## config.mk

```make
export PLATFORM = sky130hd
export DESIGN_NAME = uart_frame_decoder
export DESIGN_NICKNAME = d
export VERILOG_FILES = /design/src/rtl/uart_frame_decoder.sv
export SDC_FILE = /design/constraint.sdc
export NUM_CORES = 1
export LEC_CHECK = 0
export ABC_AREA = 1
export CORE_ASPECT_RATIO = 1.5
export CORE_MARGIN = 2
export CORE_UTILIZATION = 31
export DETAILED_ROUTE_END_ITERATION = 12
export GPL_TIMING_DRIVEN = 0
export SLEW_MARGIN = 20
export SYNTH_ARGS = -nofsm -noshare
export SYNTH_HDL_FRONTEND = slang
export SYNTH_SLANG_ARGS = --single-unit
```

## constraint.sdc

```tcl
create_clock -name clock -period 3 [get_ports clock]
set_input_delay 0.6 -clock clock [delete_from_list [all_inputs] [get_ports clock]]
set_output_delay 0.6 -clock clock [all_outputs]
set_load 0.02 [all_outputs]
```

## src/rtl/uart_frame_decoder.sv

```systemverilog
// uart_frame_decoder
// Assembles two-byte request frames (command, then sensor address) from the
// UART receiver byte stream, validates them, and hands accepted requests to
// the sensor controller as a one-cycle strobe. Rejected or lost frames raise
// a one-cycle error strobe with a 2-bit reason code for the transmitter.
//
// Error codes on codigoErro (meaningful only while erroFrame=1):
//   00 - address byte did not arrive within CLOCKS_TIMEOUT clocks
//   01 - command code out of range (reported ahead of a bad address)
//   10 - address code out of range
//   11 - a byte arrived while a validated frame was still pending (dropped)

module uart_frame_decoder #(
  parameter int CLOCKS_TIMEOUT = 208360,
  parameter int NUM_COMANDOS   = 8,
  parameter int NUM_ENDERECOS  = 32
) (
  input  logic       clock,
  input  logic       reset,
  input  logic       bitsEstaoRecebidos,
  input  logic [7:0] byteCompleto,
  input  logic       ocupado,
  output logic       comandoValido,
  output logic [7:0] codigoComando,
  output logic [7:0] enderecoSensor,
  output logic       erroFrame,
  output logic [1:0] codigoErro
);

  // Counter wide enough to hold CLOCKS_TIMEOUT itself.
  localparam int CNT_W = $clog2(CLOCKS_TIMEOUT + 1);

  // Last count value before the frame is declared lost.
  localparam logic [CNT_W-1:0] CNT_LAST = CNT_W'(CLOCKS_TIMEOUT - 1);

  // Range limits widened by one bit so a limit of 256 still compares correctly.
  localparam logic [8:0] CMD_LIMIT  = 9'(NUM_COMANDOS);
  localparam logic [8:0] ADDR_LIMIT = 9'(NUM_ENDERECOS);

  localparam logic [1:0] ERR_TIMEOUT  = 2'b00;
  localparam logic [1:0] ERR_BAD_CMD  = 2'b01;
  localparam logic [1:0] ERR_BAD_ADDR = 2'b10;
  localparam logic [1:0] ERR_OVERRUN  = 2'b11;

  typedef enum logic [1:0] {
    OCIOSO,      // waiting for a command byte
    ESPERA_END,  // command captured, waiting for the address byte
    VALIDA,      // both bytes captured, range-checking them
    RETEM        // valid frame held until the sensor controller is free
  } state_t;

  state_t           state_q;
  logic [7:0]       cmd_q;
  logic [7:0]       addr_q;
  logic [CNT_W-1:0] count_q;
  logic [CNT_W-1:0] count_d;

  logic             cmd_valido_q;
  logic [7:0]       cod_cmd_q;
  logic [7:0]       end_sensor_q;
  logic             erro_q;
  logic [1:0]       cod_erro_q;

  logic             cmd_ok;
  logic             addr_ok;

  // Range checks on the captured frame; only consulted in VALIDA.
  assign cmd_ok  = ({1'b0, cmd_q}  < CMD_LIMIT);
  assign addr_ok = ({1'b0, addr_q} < ADDR_LIMIT);

  // Inter-byte timeout counter advances by one each idle cycle in ESPERA_END.
  assign count_d = count_q + CNT_W'(1);

  // Frame FSM with registered strobes, codes and request outputs.
  always_ff @(posedge clock) begin
    if (reset) begin
      state_q      <= OCIOSO;
      cmd_q        <= '0;
      addr_q       <= '0;
      count_q      <= '0;
      cmd_valido_q <= 1'b0;
      cod_cmd_q    <= '0;
      end_sensor_q <= '0;
      erro_q       <= 1'b0;
      cod_erro_q   <= '0;
    end else begin
      // Strobes are single-cycle unless re-asserted below.
      cmd_valido_q <= 1'b0;
      erro_q       <= 1'b0;

      case (state_q)
        OCIOSO: begin
          if (bitsEstaoRecebidos) begin
            cmd_q   <= byteCompleto;
            count_q <= '0;
            state_q <= ESPERA_END;
          end
        end

        ESPERA_END: begin
          // An address byte on the final count still completes the frame.
          if (bitsEstaoRecebidos) begin
            addr_q  <= byteCompleto;
            state_q <= VALIDA;
          end else if (count_q == CNT_LAST) begin
            erro_q     <= 1'b1;
            cod_erro_q <= ERR_TIMEOUT;
            state_q    <= OCIOSO;
          end else begin
            count_q <= count_d;
          end
        end

        VALIDA: begin
          if (!cmd_ok) begin
            // A range error masks any overrun byte arriving this cycle.
            erro_q     <= 1'b1;
            cod_erro_q <= ERR_BAD_CMD;
            state_q    <= OCIOSO;
          end else if (!addr_ok) begin
            erro_q     <= 1'b1;
            cod_erro_q <= ERR_BAD_ADDR;
            state_q    <= OCIOSO;
          end else begin
            // Frame is good: an incoming byte is dropped and reported,
            // but the pending request still goes out.
            if (bitsEstaoRecebidos) begin
              erro_q     <= 1'b1;
              cod_erro_q <= ERR_OVERRUN;
            end
            if (!ocupado) begin
              cmd_valido_q <= 1'b1;
              cod_cmd_q    <= cmd_q;
              end_sensor_q <= addr_q;
              state_q      <= OCIOSO;
            end else begin
              state_q <= RETEM;
            end
          end
        end

        RETEM: begin
          if (bitsEstaoRecebidos) begin
            erro_q     <= 1'b1;
            cod_erro_q <= ERR_OVERRUN;
          end
          if (!ocupado) begin
            cmd_valido_q <= 1'b1;
            cod_cmd_q    <= cmd_q;
            end_sensor_q <= addr_q;
            state_q      <= OCIOSO;
          end
        end

        default: begin
          state_q <= OCIOSO;
        end
      endcase
    end
  end

  assign comandoValido  = cmd_valido_q;
  assign codigoComando  = cod_cmd_q;
  assign enderecoSensor = end_sensor_q;
  assign erroFrame      = erro_q;
  assign codigoErro     = cod_erro_q;

endmodule

```

==> impl_metrics.env, run 1 <==
export IMPL_cts_repair_resized=0
export IMPL_place_hpwl_mm=5.61
export IMPL_synth_compound_area_share_pct=11.0
export IMPL_synth_cell_types=28
export IMPL_synthArstFlopShare_pct=0
export IMPL_regArea_mm2=0.00112
export IMPL_ys_seq_area_share_pct=40.4
export IMPL_setup_viol=0
export IMPL_worst_pin_slew_ns=0.613
export IMPL_clk_latency_ns=0.30
export IMPL_finalHoldViolCount=0
export IMPL_crit_chain="clkdlybuf4s50_1 > clkbuf_1 > nor2_1 > nand2_4 > nand2_4 > buf_6 > nand2_1 > a21oi_1"
export IMPL_ys_flop_type="dfxtp_1"
export IMPL_worstReg2RegStart="cmd_q[5]"
export IMPL_initial_utilization_pct=31.7
export IMPL_die_h_um=120
export IMPL_dieArea_mm2=0.00975
export IMPL_h_tree_depth=2
export IMPL_crit_type="in -> reg"
export IMPL_synthXorXnorAreaFrac_pct=1.58
export IMPL_min_path_type="reg -> reg"
export IMPL_cap_violations=0
export IMPL_ir_drop_uv=340
export IMPL_skew_ns=0.00750
export IMPL_overflow=0
export IMPL_fin_crit_sh_pct=68.4
export IMPL_synthAdderAreaFrac_pct=0.450
export IMPL_clk_pin_slew_worst_paths_ns=0.07
export IMPL_layout_drive_gt1_share_pct=6.89
export IMPL_cp_arrival_ns=2.21
export IMPL_wl_mm=7.32
export IMPL_postRouteAntennaNets=0
export IMPL_grt_setup_unrepaired="no"
export IMPL_syn_nets=426
export IMPL_fillers=954
export IMPL_synthesis_area_mm2=0.00278
export IMPL_syn_avg_cell_area_um2=6.73
export IMPL_cts_setup_buffers=0
export IMPL_max_freq_mhz=487
export IMPL_io_pins=32
export IMPL_critPathSlowestCell="clkdlybuf4s50_1"
export IMPL_post_drt_wl_per_cell_um=13.1
export IMPL_layout_nets=463
export IMPL_grt_pass1_wl_mm=12.4
export IMPL_first_iter_violations=115
export IMPL_rows=42
export IMPL_slew_headroom_pct=59.1
export IMPL_cts_buffers=5
export IMPL_holdPathEnd="addr_q[3]"
export IMPL_dr_pass1_iters=4
export IMPL_synth_cells=413
export IMPL_syn2layout_area_growth_pct=20.9
export IMPL_drc=0
export IMPL_setup_tns_final_ns=0
export IMPL_cts_hold_buf=0
export IMPL_cp_slowest_stage_delay_ns=0.49
export IMPL_num_vias=2737
export IMPL_dpl_worst_slack_ns=0.685
export IMPL_synth_mux_area_share_pct=0
export IMPL_maxSlewViolCount=0
export IMPL_port_buffers=30
export IMPL_rrSetupSlack_ns=1.30
export IMPL_setup_ws_ns=0.948
export IMPL_cts_tree="yes"
export IMPL_core_mm2=0.00878
export IMPL_reg2reg_to="enderecoSensor[5]"
export IMPL_synth_simple_gate_area_share_pct=37.9
export IMPL_cp_common_cell="nand2_4"
export IMPL_synth_edf_count=0
export IMPL_clock_root_buffer="clkbuf_16"
export IMPL_antenna_cells=0
export IMPL_path_max_fanout=10
export IMPL_clock_sinks=56
export IMPL_worstRegToRegCells=7
export IMPL_ys_seq_elements=56
export IMPL_worst_endpoint_required_ns=3.15
export IMPL_finalWeightedCongestion=0.896
export IMPL_floorplan_die_width_um=81.3
export IMPL_final_cell_mix="92 x nand2_1, 62 x nor2_1, 59 x nand3_1"
export IMPL_ys_warn_count=0
export IMPL_antenna_found_initial=0
export IMPL_via_per_inst=4.89
export IMPL_end_kind="register"
export IMPL_status="finished clean"
export IMPL_period_needed_ns=2.05
export IMPL_grt_pass1_vias=2749
export IMPL_holdPathStages=2
export IMPL_grt_max_degree=18
export IMPL_leakage_nw=1.27
export IMPL_powerDensity_mw_per_mm2=489
export IMPL_track_usage_pct=16.4
export IMPL_layout_commonest_cell="nand2_1"
export IMPL_min_from="addr_q[3]"
export IMPL_critPathLaunchType="input port"
export IMPL_synth_top_family_by_area="simple AND/OR/NAND/NOR gates"
export IMPL_cts_max_path_buffers=2
export IMPL_multi_input_area_mm2=0.00142
metrics by stage:
stage          utilization [%]  total power, mW  area, µm²  hold WS [ns]  std cells
3_5_place_dp              36.6             1.07       3220         0.453        553
5_1_grt                   38.3             1.71       3360         0.481        560
6_report                  38.3             1.64       3360         0.463        560
3_3_place_gp              36.6             1.07       3220         0.453        553
4_1_cts                   38.3             1.66       3360         0.469        560
2_1_floorplan                -            0.990       2780         0.441        413
layer usage:
layer  global-route usage (%)  part of all wire [%]  vias up
met2                     29.9                    53       79
li1                         -                     -     1414
met3                     3.61                   4.4       18
met4                     8.16                   3.6        0
met5                        0                     0        -
met1                     16.8                    39     1226
state kept, by name (all words and copies together) (netlist names):
name            cells
addr_q              8
cmd_q               8
codigoComando       8
codigoErro          2
comandoValido       1
count_q            18
enderecoSensor      8
erroFrame           1
state_q             2
synth_stat cells, types with 2 or more instances:
cell type | number | area, µm²
buf_6 | 3 | 33.8
nand2_4 | 2 | 22.5
nand4_1 | 7 | 43.8
a21oi_1 | 41 | 205
nor2_1 | 62 | 233
clkbuf_1 | 9 | 33.8
inv_1 | 34 | 128
and2_1 | 2 | 12.5
xor2_1 | 3 | 26.3
dfxtp_1 | 56 | 1120
buf_4 | 3 | 22.5
xnor2_1 | 2 | 17.5
o21ai_0 | 17 | 85.1
nand2_1 | 92 | 345
nand3_1 | 59 | 295
buf_2 | 4 | 20.0
nand2_2 | 2 | 12.5
nor2_2 | 5 | 31.3
logic make-up after synthesis:
family,count (synthesis)
AND/OR/NAND/NOR,237
buffers and inverters,54
XOR/XNOR,5
adder cells (fa/ha/maj),1
flip-flops,56
AO/OA/AOI/OAI,60
area by class of cell:
| cell class | count | area share, % |
|---|---|---|
| buffer | 19 | 3.28 |
| clock buffer | 5 | 3.73 |
| clock inverter | 2 | 0.485 |
| inverter | 35 | 3.91 |
| multi-input combinational | 303 | 42.2 |
| sequential | 56 | 33.4 |
| tap | 110 | 4.10 |
| timing repair buffer | 30 | 8.95 |
power breakdown:
group / switching (mW) / internal [mW] / leakage (nW)
sequential: 0.0260 / 0.776 / 0.455
combinational: 0.165 / 0.0872 / 0.745
clock: 0.280 / 0.309 / 0.0663
total: 0.470 / 1.17 / 1.27
how the worst max path moves through the flow:
stage	start	to	cells past startpoint
2_1_floorplan	bitsEstaoRecebidos	count_q[15]	8
3_5_place_dp	bitsEstaoRecebidos	count_q[12]	8
6_report	bitsEstaoRecebidos	count_q[3]	8
3_3_place_gp	bitsEstaoRecebidos	count_q[12]	8
5_1_grt	bitsEstaoRecebidos	count_q[13]	9
4_1_cts	bitsEstaoRecebidos	count_q[3]	8
critical path: cells and delay by family:
kind / cells / cell delay [ns]
buffers and inverters: 3 / 1.05
AND/OR/NAND/NOR: 4 / 0.49
AO/OA/AOI/OAI: 1 / 0.05
Note: power is estimated with default switching activity, not from simulation.
==> run 2, diff against run 1 <==
==> constraint.sdc (replaced) <==
create_clock -name clock -period 1.83 [get_ports clock]
set_input_delay 0.366 -clock clock [delete_from_list [all_inputs] [get_ports clock]]
set_output_delay 0.366 -clock clock [all_outputs]
set_load 0.02 [all_outputs]
==> impl_metrics.env, run 2 (synthesis gave the netlist of run 1 again) <==
export IMPL_grt_pass1_vias=2749
export IMPL_drc=0
export IMPL_cts_tree="yes"
export IMPL_top_register="count_q"
export IMPL_worstRegToRegCells=7
export IMPL_final_cell_mix="92 x nand2_1, 61 x nor2_1, 59 x nand3_1"
export IMPL_layout_drive_gt1_share_pct=7.33
export IMPL_finalWeightedCongestion=0.896
export IMPL_whs_ns=0.420
export IMPL_cts_hold_buf=0
export IMPL_status="finished clean"
export IMPL_io_pins=32
export IMPL_min_from="reset"
export IMPL_period_needed_ns=1.73
export IMPL_end_kind="register"
export IMPL_p_comb_share_pct=15.6
export IMPL_holdPathEnd="enderecoSensor[1]"
export IMPL_reg2reg_to="enderecoSensor[5]"
export IMPL_post_drt_wl_per_cell_um=13.0
export IMPL_antenna_found_initial=0
export IMPL_dieArea_mm2=0.00975
export IMPL_syn2layout_area_growth_pct=21.7
export IMPL_powerDensity_mw_per_mm2=801
export IMPL_cap_violations=0
export IMPL_fin_crit_sh_pct=94.7
export IMPL_grt_max_degree=18
export IMPL_dr_pass1_iters=4
export IMPL_floorplan_die_width_um=81.3
export IMPL_cts_setup_buffers=0
export IMPL_clk_latency_ns=0.30
export IMPL_track_usage_pct=16.4
export IMPL_first_iter_violations=120
export IMPL_antenna_cells=0
export IMPL_wl_mm=7.29
export IMPL_ir_drop_uv=564
export IMPL_switching_share_pct=28.9
export IMPL_max_freq_mhz=577
export IMPL_rows=42
export IMPL_regArea_mm2=0.00112
export IMPL_initial_utilization_pct=31.7
export IMPL_grt_pass1_wl_mm=12.4
export IMPL_clk_pin_slew_worst_paths_ns=0.07
export IMPL_clock_sinks=56
export IMPL_cts_buffers=5
export IMPL_internal_power_mw=1.93
export IMPL_worst_endpoint_required_ns=1.98
export IMPL_worst_pin_slew_ns=0.603
export IMPL_switchingPower_mw=0.781
export IMPL_critPathLaunchType="input port"
export IMPL_leakage_nw=1.26
export IMPL_layout_commonest_cell="nand2_1"
export IMPL_maxSlewViolCount=0
export IMPL_finalHoldViolCount=0
export IMPL_cts_max_path_buffers=2
export IMPL_h_tree_depth=2
export IMPL_num_vias=2691
export IMPL_postRouteAntennaNets=0
export IMPL_holdPathStages=2
export IMPL_path_max_fanout=10
export IMPL_skew_ns=0.00738
export IMPL_core_mm2=0.00878
export IMPL_cp_arrival_ns=1.89
export IMPL_layout_nets=463
export IMPL_p_seq_share_pct=48.6
export IMPL_via_per_inst=4.81
export IMPL_min_path_type="in -> reg"
export IMPL_setup_viol=0
export IMPL_slew_headroom_pct=59.8
export IMPL_grt_setup_unrepaired="no"
export IMPL_die_h_um=120
export IMPL_rrSetupSlack_ns=0.20
export IMPL_port_buffers=30
export IMPL_p_clk_share_pct=35.8
export IMPL_multi_input_area_mm2=0.00144
export IMPL_place_hpwl_mm=5.61
export IMPL_overflow=0
export IMPL_cts_repair_resized=0
export IMPL_worstReg2RegStart="cmd_q[5]"
export IMPL_utilization_pct=38.5
export IMPL_largest_register_ffs=18
export IMPL_crit_type="in -> reg"
export IMPL_clock_root_buffer="clkbuf_16"
export IMPL_fillers=950
run 2: changes by cell type in the layout (fill, tap and decap cells not counted), sizes merged:
cell,before,now
clkbuf,14,13
buf,10,11
run 2: area by class of cell:
cell class	instances	share of cell area, %
Clock buffer	5	3.70
Multi-Input combinational cell	303	42.5
Sequential cell	56	33.2
Timing Repair Buffer	30	8.89
Clock inverter	2	0.481
Tap cell	110	4.07
Buffer	19	3.26
Inverter	35	3.89
run 2: metal layers:
layer	vias up	GRT usage, %	part of all wire [%]
li1	1411	-	-
met1	1191	16.8	39
met2	71	29.9	54
met3	18	3.61	4.0
met4	0	8.16	3.6
met5	-	0	0
run 2: per-stage QoR:
stage               power [mW]  instance area (µm²)  cells  TNS, ns  worst slack (ns)
floorplan                 1.62                 2780    413        0             0.375
global placement          1.76                 3220    553    -6.70            -0.260
detailed placement        1.76                 3220    553    -6.66            -0.251
CTS                       2.72                 3360    560        0            0.0595
global route              2.82                 3380    560        0          0.000754
finish                    2.71                 3380    560        0            0.0976
run 2: worst max-delay path by stage:
stage	endpoint	slack, ns	from
floorplan	count_q[13]	0.37	count_q[0]
global placement	count_q[12]	-0.26	bitsEstaoRecebidos
detailed placement	count_q[12]	-0.25	bitsEstaoRecebidos
CTS	count_q[3]	0.06	bitsEstaoRecebidos
global route	count_q[13]	0.0008	bitsEstaoRecebidos
finish	count_q[3]	0.1	bitsEstaoRecebidos
run 2: critical path, cell delays in order:
cell and delay [ns]:
clkdlybuf4s50_1 0.49, buf_1 0.41, nor2_2 0.13, nand2_4 0.16, nand2_4 0.06, buf_6 0.14, nand2_1 0.06, a21oi_1 0.05
run 2: power by group through the flow:
stage	clock network, mW	registers (mW)	logic (mW)
4_1_cts	0.992	1.31	0.418
5_1_grt	1.02	1.32	0.479
3_3_place_gp	0	1.34	0.413
2_1_floorplan	0	1.34	0.288
3_5_place_dp	0	1.34	0.416
6_report	0.969	1.32	0.421
